<file path="src/rtl/led_sequencer.sv">
// led_sequencer: steps a colour code through [MIN_CODE..MAX_CODE] under button control with level/edge/prescaled triggers, direction and ping-pong
module led_sequencer #(
   parameter int WIDTH    = 3,
   parameter int MIN_CODE = 1,
   parameter int MAX_CODE = 6,
   parameter int PRESCALE = 4
) (
   input  logic             clk,
   input  logic             rst,
   input  logic             button,
   input  logic [1:0]       trig_mode,
   input  logic             dir,
   input  logic             pingpong,
   output logic [WIDTH-1:0] colour,
   output logic             step,
   output logic             wrap
);
   localparam int CW = (PRESCALE > 1) ? $clog2(PRESCALE) : 1;
   localparam logic [CW-1:0] TOP = CW'(PRESCALE - 1);
   localparam logic [WIDTH-1:0] LO = WIDTH'(MIN_CODE);
   localparam logic [WIDTH-1:0] HI = WIDTH'(MAX_CODE);
   localparam logic [WIDTH-1:0] LO_UP = WIDTH'(MIN_CODE + 1);
   localparam logic [WIDTH-1:0] HI_DN = WIDTH'(MAX_CODE - 1);
   typedef enum logic {UP, DN} pd_t;
   pd_t pd, pd_n;
   logic [CW-1:0] cnt, cnt_n;
   logic btn_q, req, wr, in_rng, eff_dn, pre_on;
   logic [WIDTH-1:0] nxt;
   // trigger decode, prescale counter and next colour / ping-pong direction
   always_comb begin
      pre_on = (trig_mode == 2'b10) && button;
      cnt_n  = (pre_on && cnt != TOP) ? cnt + CW'(1) : '0;
      req    = (trig_mode == 2'b00) ? button :
               (trig_mode == 2'b01) ? button & ~btn_q :
               (trig_mode == 2'b10) ? pre_on && cnt == TOP : 1'b0;
      in_rng = colour >= LO && colour <= HI;
      eff_dn = pingpong ? (pd == DN) : dir;
      nxt    = colour;
      pd_n   = pd;
      wr     = 1'b0;
      if (!in_rng) begin
         nxt = eff_dn ? HI : LO;
      end else if (MIN_CODE == MAX_CODE) begin
         wr = 1'b1;
      end else if (!pingpong) begin
         wr  = eff_dn ? colour == LO : colour == HI;
         nxt = eff_dn ? (wr ? HI : colour - 1'b1) : (wr ? LO : colour + 1'b1);
      end else if (pd == UP && colour == HI) begin
         nxt  = HI_DN;
         pd_n = DN;
         wr   = 1'b1;
      end else if (pd == DN && colour == LO) begin
         nxt  = LO_UP;
         pd_n = UP;
         wr   = 1'b1;
      end else begin
         nxt = (pd == DN) ? colour - 1'b1 : colour + 1'b1;
      end
   end
   // state register with synchronous active-low reset
   always_ff @(posedge clk) begin
      if (!rst) begin
         colour <= '0;
         step   <= 1'b0;
         wrap   <= 1'b0;
         cnt    <= '0;
         btn_q  <= 1'b0;
         pd     <= UP;
      end else begin
         btn_q <= button;
         cnt   <= cnt_n;
         step  <= req;
         wrap  <= req & wr;
         if (req) begin
            colour <= nxt;
            pd     <= pd_n;
         end
      end
   end
endmodule

</file>
<file path="config.mk">
export PLATFORM = sky130hd
export DESIGN_NAME = led_sequencer
export DESIGN_NICKNAME = d
export VERILOG_FILES = /design/src/rtl/led_sequencer.sv
export SDC_FILE = /design/constraint.sdc
export NUM_CORES = 1
export LEC_CHECK = 0
export BUFFER_PORTS_ARGS = -buffer_cell sky130_fd_sc_hd__buf_2
export CAP_MARGIN = 20
export CORE_MARGIN = 3
export CORE_UTILIZATION = 35
export DETAILED_ROUTE_END_ITERATION = 10
export HOLD_SLACK_MARGIN = 0.06
export SLEW_MARGIN = 10
export SYNTH_ARGS = -nofsm -noshare
export SYNTH_HDL_FRONTEND = slang
export SYNTH_SLANG_ARGS = --single-unit
</file>
<file path="constraint.sdc">
create_clock -name clk -period 1.7 [get_ports clk]
set_input_delay 0.085 -clock clk [delete_from_list [all_inputs] [get_ports clk]]
set_output_delay 0.085 -clock clk [all_outputs]
set_load 0.005 [all_outputs]
</file>
==> results of run 1 <==
-- flip-flops by register name, summed over array words and instances, names as in the netlist --
register and cells:
cnt 2, step 1, wrap 1, colour 3
pd 1, btn_q 1
-- final timing paths --
kind | end | slack [ns] | depth (start not counted)
max | colour[1] | 0.02 | 7
min | btn_q | 0.08 | 3
max reg2reg | colour[1] | 0.02 | 7
min reg2reg | cnt[0] | 0.44 | 1
-- routing by layer --
layer  share of wire, %  routed length (um)  track usage (%)  vias to the layer above
met2                 44                 759            24.67                       30
met5                  0                   0                0                        -
li1                   -                   -                -                      355
met3                5.5                  95            4.532                        6
met4                1.5                  26            4.147                        0
met1                 49                 854            21.35                      305
-- cell usage after synthesis (3+ instances only) --
cell / instances
ha_1: 5
a31o_1: 3
o21ai_0: 4
nand2_1: 7
nor2b_1: 3
a31oi_1: 3
nor2_1: 6
inv_1: 6
o21ai_1: 4
dfxtp_1: 9
-- metrics by stage --
step	power, mW	cell area, um^2	TNS (ns)	utilization (%)
2_1_floorplan	0.4001	693.2	0	-
3_3_place_gp	0.4970	840.8	-0.1213	47.16
3_5_place_dp	0.4993	840.8	-0.07924	47.16
4_1_cts	0.6842	904.6	0	50.74
5_1_grt	0.7350	914.6	-0.07398	51.30
6_report	0.6880	914.6	0	51.30
-- timing repair --
item,CTS,global route
endpoints found under the hold margin,2,0
pin swaps,1,0
setup buffers,1,0
gates resized for setup,7,4
hold buffers,1,0
endpoints found under the setup margin,2,3
-- critical path, cell delays in order, from the launching register on --
cell      delay, ns
dfxtp_4        0.39
inv_4          0.05
ha_4           0.24
mux2_4         0.26
a211oi_2       0.20
o211ai_1       0.11
o32ai_1        0.21
o21bai_1       0.15
-- kinds of logic (layout without fill, tap and decap cells) --
kind of cell / Yosys count / after routing
XOR/XNOR: 1 / 1
multiplexers: 3 / 3
flip-flops: 9 / 9
AO/OA/AOI/OAI: 26 / 26
adder cells (fa/ha/maj): 5 / 5
AND/OR/NAND/NOR: 29 / 29
buffers and inverters: 10 / 35
-- layout make-up --
class	count	area (um^2)	area share (%)
Tap cell	25	31.28	3.420
Sequential cell	9	187.7	20.52
Multi-Input combinational cell	64	483.0	52.80
Clock buffer	4	26.28	2.873
Timing Repair Buffer	24	155.1	16.96
Inverter	7	31.28	3.420
-- power by group through the flow --
stage	registers, mW	clock network [mW]	logic [mW]
after floorplan	0.244	0	0.156
after global placement	0.243	0	0.254
after detailed placement	0.243	0	0.256
after CTS	0.242	0.175	0.267
after global routing	0.248	0.190	0.298
final	0.245	0.170	0.273
==> out/results.ini, run 1 <==
[die]
die-width_um=49.94
die_y_um=49.94
ioPinCount=12
die_area_um2=2494
start_util_pct=37.89
rows=15
core_um2=1783

[routing]
drt_wl_total_mm=1.735
dr.pass1.iters=4
routedWlPerCell_um=13.05
dr_total_vias=696
postRouteAntennaNets=0
drcViolationCount=0
dr.first_iter.drc_count=32
vias_per_cell=5.233

[power]
clkPwrFrac_pct=24.7
power.share.switching_pct=33.94
internal_power_uw=454.5
power_density_nw_per_um2=752.2
power_leakage_nw=0.3829
comb_power_share_pct=39.7
p_switching_uw=233.5
pwr-share-seq_pct=35.6
ir_drop_v=0.0004027

[cells_and_area]
area_growth_pct=35.37
finalNonFillerCells=133
drive_gt1_share_pct=37.96
nets=121
final_cell_mix=12 x buf_4, 11 x buf_2, 7 x nand2_1, 7 x dfxtp_1, 6 x nor2_1
nFillCells=177
antenna_cells=0
final_common_cell=buf_4

[logic_synthesis]
synthXorXnorAreaFrac_pct=1.296
synth_async_sr_flop_share_pct=0
yosys.area.top_type=dfxtp_1
synth_fa_ha_area_share_pct=9.259
synth_area_um2=675.6
synth_edf_count=0
synth-compound-area-share_pct=27.22
ys.flop_type=dfxtp_1
synthSimpleGateAreaFrac_pct=22.59
yosysSeqAreaShare_pct=26.67
synth_seq_cells=9
avgSynthCellArea_um2=8.140
synth_cells=83
synth_top_family_by_area=compound AO/OA/AOI/OAI gates
synth.distinct_cells=35
synth_top_cells_by_area=dfxtp_1 27%, ha_1 9.3%, mux2_4 4.4%
yosysWarnings=0
synthDominantCellAreaShare_pct=26.67
synthesis.nets=95
synth_mux_area_share_pct=5.926

[cts]
cts_tree=yes
ctsLongestPathBuffers=2
cts.htree.levels=1
clk_latency_ns=0.26
cts_sinks=9
cts_buffers=3
clk_pin_slew_ns=0.07
clock-root-buffer=clkbuf_4

[placed_design]
dp_hpwl_mm=1.294
gp_congestion=0.8223
io_buffers=11
pre_cts_slack_ns=-0.04160
dp_cells=127

[timing]
max_slew.worst_pin.slew_ns=0.4691
period_share_pct=99.10
rsz0062_at_grt=true
finalClockSkew_ns=0.005113
fin_crit_ns=1.685
max_slew_margin_pct=68.29
finalSetupViolCount=0
hold_viol=0
finalWorstSetupSlack_ns=0.01526
slew_viol_final=0
fmax_mhz=593.6
finalHoldWorstSlack_ns=0.08213

[grt]
track_usage_pct=15.89
grt_pass1_vias=650
grt_max_degree=12
grt_overflow_total=0
antenna_found_initial=0
grt_pass1_wl_mm=3.036

[worst_hold_path]
hp-class=input pin to flop
hp-start=button

[run]
drv_cap=0

[run_status]
status=completed

[worst_setup_path]
endpoint_kind=flop
critPathMaxFanout=4
cp.arrival_ns=1.87
worst-setup-path-type=flop to flop
start_kind=flop
crit_start=colour[1]
reg2reg_from=colour[1]
crit_required_ns=1.88

(Power assumes the default switching activity.)
==> run 2: changes to the inputs <==
--- a/config.mk
+++ b/config.mk
@@ -11,6 +11,7 @@
 export CORE_UTILIZATION = 35
 export DETAILED_ROUTE_END_ITERATION = 10
 export HOLD_SLACK_MARGIN = 0.06
+export RECOVER_POWER = 100
 export SLEW_MARGIN = 10
 export SYNTH_ARGS = -nofsm -noshare
 export SYNTH_HDL_FRONTEND = slang
==> run 2 against run 1 <==
Critical path depth unchanged. Final cell count is the same. Clock power hardly changed. Largest power group unchanged.
==> out/results.ini, run 2 (same netlist as run 1, synthesis figures left out) <==
[worst_setup_path]
worst-setup-path-type=flop to flop
crit_start=colour[1]
cp.arrival_ns=1.87
rrSetupSlack_ns=0.02
rr_worst_depth=7
critPathCapture=colour[1]
r2r_end=colour[1]
crit_required_ns=1.88
critPathMaxFanout=4
reg2reg_from=colour[1]
endpoint_kind=flop
start_kind=flop

[die]
die-width_um=49.94
ioPinCount=12
die_y_um=49.94
start_util_pct=37.89
die_area_um2=2494
core_um2=1783
rows=15

[timing]
max_slew_margin_pct=68.29
finalClockSkew_ns=0.005113
fmax_mhz=593.6
period_share_pct=99.10
finalSetupViolCount=0
max_slew.worst_pin.slew_ns=0.4691
slew_viol_final=0
hold_viol=0
rsz0062_at_grt=true
fin_crit_ns=1.685

[power]
p_switching_uw=233.6
power.share.switching_pct=33.96
power_density_nw_per_um2=753.0
internal_power_uw=454.2
power_leakage_nw=0.3790
clkPwrFrac_pct=24.8
pwr-share-seq_pct=35.6
power.total_uw=687.8
comb_power_share_pct=39.7
ir_drop_v=0.0004027

[worst_hold_path]
hp-start=button
hp-class=input pin to flop

[cts]
ctsLongestPathBuffers=2
clk_latency_ns=0.26
cts_tree=yes
cts_sinks=9
cts_buffers=3
cts.htree.levels=1
clock-root-buffer=clkbuf_4
clk_pin_slew_ns=0.07

[placed_design]
io_buffers=11
gp_congestion=0.8223
dp_hpwl_mm=1.294

[cells_and_area]
regMostFlops=colour
nets=121
final_cell_mix=12 x buf_4, 10 x buf_2, 7 x nand2_1, 7 x dfxtp_1, 6 x nor2_1
antenna_cells=0
final_common_cell=buf_4
nFillCells=178
largest_reg_flops=3
post-route-util_pct=51.23
area_growth_pct=35.19
drive_gt1_share_pct=37.04
top_regs=colour: 3 flops, cnt: 2 flops

[routing]
vias_per_cell=5.233
dr.first_iter.drc_count=32
routedWlPerCell_um=13.06
dr.pass1.iters=4
dr_total_vias=696
postRouteAntennaNets=0
drcViolationCount=0
drt_wl_total_mm=1.737

[grt]
grt_max_degree=12
grt_overflow_total=0
antenna_found_initial=0
grt_pass1_vias=650
track_usage_pct=15.89
grt_pass1_wl_mm=3.036

[run]
drv_cap=0

[run_status]
status=completed

## run 2: cell types whose count changed in the layout (fill, tap and decap cells not counted), sizes merged
cell / before / now
clkbuf: 4 / 5
buf: 23 / 22
## run 2: cell type report
type / count / area, um^2 / area share (%)
multi-input cells: 64 / 483.0 / 52.88
flip-flops and latches: 9 / 187.7 / 20.55
repair buffers: 24 / 153.9 / 16.85
inverters: 7 / 31.28 / 3.425
well taps: 25 / 31.28 / 3.425
clock buffers: 4 / 26.28 / 2.877
## run 2: worst min path at each step
stage	cells past startpoint	slack [ns]	end
after floorplan	1	0.16	cnt[1]
after global placement	2	0.29	cnt[1]
after detailed placement	2	0.29	cnt[1]
after CTS	3	0.08	btn_q
after global routing	3	0.13	btn_q
final	3	0.08	btn_q
## run 2: layer usage
metal,global-route usage (%),part of all wire [%],routed length [um],vias up
met1,21.35,49,855,305
li1,-,-,-,355
met3,4.532,5.5,96,6
met5,0,0,0,-
met4,4.147,1.5,26,0
met2,24.67,44,759,30
## run 2: per-stage QoR
step / setup TNS (ns) / hold slack, ns / setup WS, ns / std cells / cell area [um^2]
finish: 0 / 0.08213 / 0.01526 / 133 / 913.4
global route: -0.07398 / 0.1283 / -0.07398 / 133 / 913.4
CTS: 0 / 0.07964 / 0.004991 / 133 / 904.6
detailed placement: -0.07924 / 0.2859 / -0.04160 / 127 / 840.8
global placement: -0.1213 / 0.2853 / -0.08554 / 127 / 840.8
floorplan: 0 / 0.1629 / 0.03500 / 83 / 693.2
## run 2: power by group through the flow
stage                     Combinational [mW]  Clock, mW  Sequential (mW)
after floorplan                        0.156          0            0.244
after global placement                 0.254          0            0.243
after detailed placement               0.256          0            0.243
after CTS                              0.267      0.175            0.242
after global routing                   0.297      0.190            0.248
final                                  0.273      0.170            0.245
## run 2: critical path: stages, from the launching register on
cell	delay, ns
dfxtp_4	0.39
inv_4	0.05
ha_4	0.24
mux2_4	0.26
a211oi_2	0.20
o211ai_1	0.11
o32ai_1	0.21
o21bai_1	0.15
## run 2: repair_timing
item	CTS	global route
pin swaps	1	0
buffers inserted	1	0
setup endpoints to repair	2	3
gates resized for setup	7	4
hold buffers	1	0
cloned	0	0
endpoints found under the hold margin	2	0
==> run 3: changes to the inputs <==
--- a/config.mk
+++ b/config.mk
@@ -5,6 +5,7 @@
 export SDC_FILE = /design/constraint.sdc
 export NUM_CORES = 1
 export LEC_CHECK = 0
+export ABC_AREA = 1
 export BUFFER_PORTS_ARGS = -buffer_cell sky130_fd_sc_hd__buf_2
 export CAP_MARGIN = 20
 export CORE_MARGIN = 3
==> constraint.sdc (replaced) <==
create_clock -name clk -period 1.7 [get_ports clk]
set_input_delay 0.085 -clock clk [delete_from_list [all_inputs] [get_ports clk]]
set_output_delay 0.085 -clock clk [all_outputs]
set_load 0.05 [all_outputs]
==> run 3 against run 2 <==
Power is 24% lower. Largest cell class unchanged. Critical path depth unchanged. Synthesized area fell by 11%. Critical path type unchanged. Sequential power fell by 7%.
==> out/results.ini, run 3 <==
[cts]
cts.htree.levels=1
ctsLongestPathBuffers=2
clk_pin_slew_ns=0.06
cts_hold_buf=1
clock-root-buffer=clkbuf_4
cts_sinks=9
cts_resized=0
cts_buffers=3
clk_latency_ns=0.27
cts_tree=yes
post_cts_buffers=0

[die]
rows=14
die_y_um=47.43
core_um2=1559
die-width_um=47.43
die_area_um2=2249
start_util_pct=38.52
ioPinCount=12

[timing]
max_slew.worst_pin.slew_ns=0.5954
finalClockSkew_ns=0.007427
rsz0062_at_grt=false
finalWorstSetupSlack_ns=0.2117
max_slew_margin_pct=60.48
period_share_pct=87.55
finalHoldWorstSlack_ns=0.09054
finalSetupViolCount=0
fmax_mhz=671.9
slew_viol_final=0
fin_crit_ns=1.488
hold_viol=0
tns_ns=0

[routing]
postRouteAntennaNets=0
drt_wl_total_mm=1.223
routedWlPerCell_um=10.02
dr.first_iter.drc_count=11
dr_total_vias=585
dr.pass1.iters=4
drcViolationCount=0
vias_per_cell=4.795

[cells_and_area]
nFillCells=178
nets=119
final_common_cell=nand2_1
finalNonFillerCells=122
post-route-util_pct=45.35
drive_gt1_share_pct=18.87
largest_reg_flops=3
fin_area_um2=706.9
antenna_cells=0
final_cell_mix=21 x nand2_1, 16 x inv_1, 8 x nand3_1, 8 x dfxtp_1
area_growth_pct=17.71
regMostFlops=colour
top_regs=colour: 3 flops, cnt: 2 flops

[logic_synthesis]
yosysMostFrequentCell=nand2_1
ys.flop_type=dfxtp_1
synth_async_sr_flop_share_pct=0
synthDominantCellAreaShare_pct=30.00
yosysSeqAreaShare_pct=30.00
synth_commonest_cells=21 x nand2_1, 16 x inv_1, 9 x dfxtp_1
synth_area_um2=600.6
yosys.area.top_type=dfxtp_1
synthesis.nets=102
synth_seq_cells=9
yosysWarnings=0
synth_top_cells_by_area=dfxtp_1 30%, nand2_1 13%, ha_1 10%
avgSynthCellArea_um2=6.673
synth.distinct_cells=15
synth_cells=90
synth_edf_count=0

[power]
power.share.switching_pct=33.38
clkPwrFrac_pct=31.3
pwr-share-seq_pct=43.9
ir_drop_v=0.0004695
p_switching_uw=174.4
comb_power_share_pct=24.8
internal_power_uw=348.0
power.total_uw=522.3
power_density_nw_per_um2=738.9
power_leakage_nw=0.3534

[worst_setup_path]
cp.arrival_ns=1.64
start_kind=flop
endpoint_kind=flop
critPathMaxFanout=5
crit_required_ns=1.85
worst-setup-path-type=flop to flop

[placed_design]
place_area_um2=676.9
gp_congestion=0.8173
io_buffers=11
dp_cells=117
pre_cts_slack_ns=0.2467
dp_hpwl_um=999.5

[grt]
grt_pass1_vias=490
antenna_found_initial=0
grt_pass1_wl_mm=2.056
track_usage_pct=13.14
grt_overflow_total=0
grt_max_degree=8

[run]
drv_cap=0

[worst_hold_path]
hp-class=input pin to flop

[run_status]
status=completed

[run 3: final timing paths]
kind,startpoint,endpoint,slack (ns),cells past startpoint
setup reg to reg,colour[0],pd,0.21,7
setup / recovery,colour[0],pd,0.21,7
hold / removal,rst,btn_q,0.09,3
hold reg to reg,cnt[0],cnt[0],0.42,1
[run 3: final cells by class]
type / instances / area [um^2] / area share (%)
sequential: 9 / 181.4 / 25.66
clock buffer: 3 / 22.52 / 3.186
timing repair buffer: 12 / 57.56 / 8.142
multi-input combinational: 64 / 356.6 / 50.44
clock inverter: 1 / 5.005 / 0.7080
tap: 16 / 20.02 / 2.832
inverter: 17 / 63.81 / 9.027
[run 3: power by group through the flow]
stage               clock network (mW)  registers, mW  logic, mW
floorplan                            0          0.254     0.0763
global placement                     0          0.234      0.129
detailed placement                   0          0.234      0.131
CTS                              0.170          0.229      0.133
global route                     0.179          0.231      0.147
finish                           0.164          0.229      0.130
[run 3: logic make-up after synthesis]
family,Yosys count,synth area share [%]
simple gates,46,35.83
buf+inv,17,10.62
compound gates,13,13.13
flops,9,30.00
fa+ha+maj,5,10.42
[run 3: metal layers]
| layer | global-route usage [%] | wire [um] | vias up |
|---|---|---|---|
| li1 | - | - | 322 |
| met1 | 17.27 | 571 | 250 |
| met2 | 18.98 | 576 | 8 |
| met3 | 4.511 | 54 | 5 |
| met4 | 6.630 | 21 | 0 |
| met5 | 0 | 0 | - |
[run 3: critical path, cell delays in order (launching register included)]
cell and delay [ns]:
dfxtp_1 0.35, inv_1 0.13, ha_1 0.20, nand2_1 0.14, nor2_1 0.18, o21ai_0 0.11
o21ai_0 0.18, a21oi_1 0.08
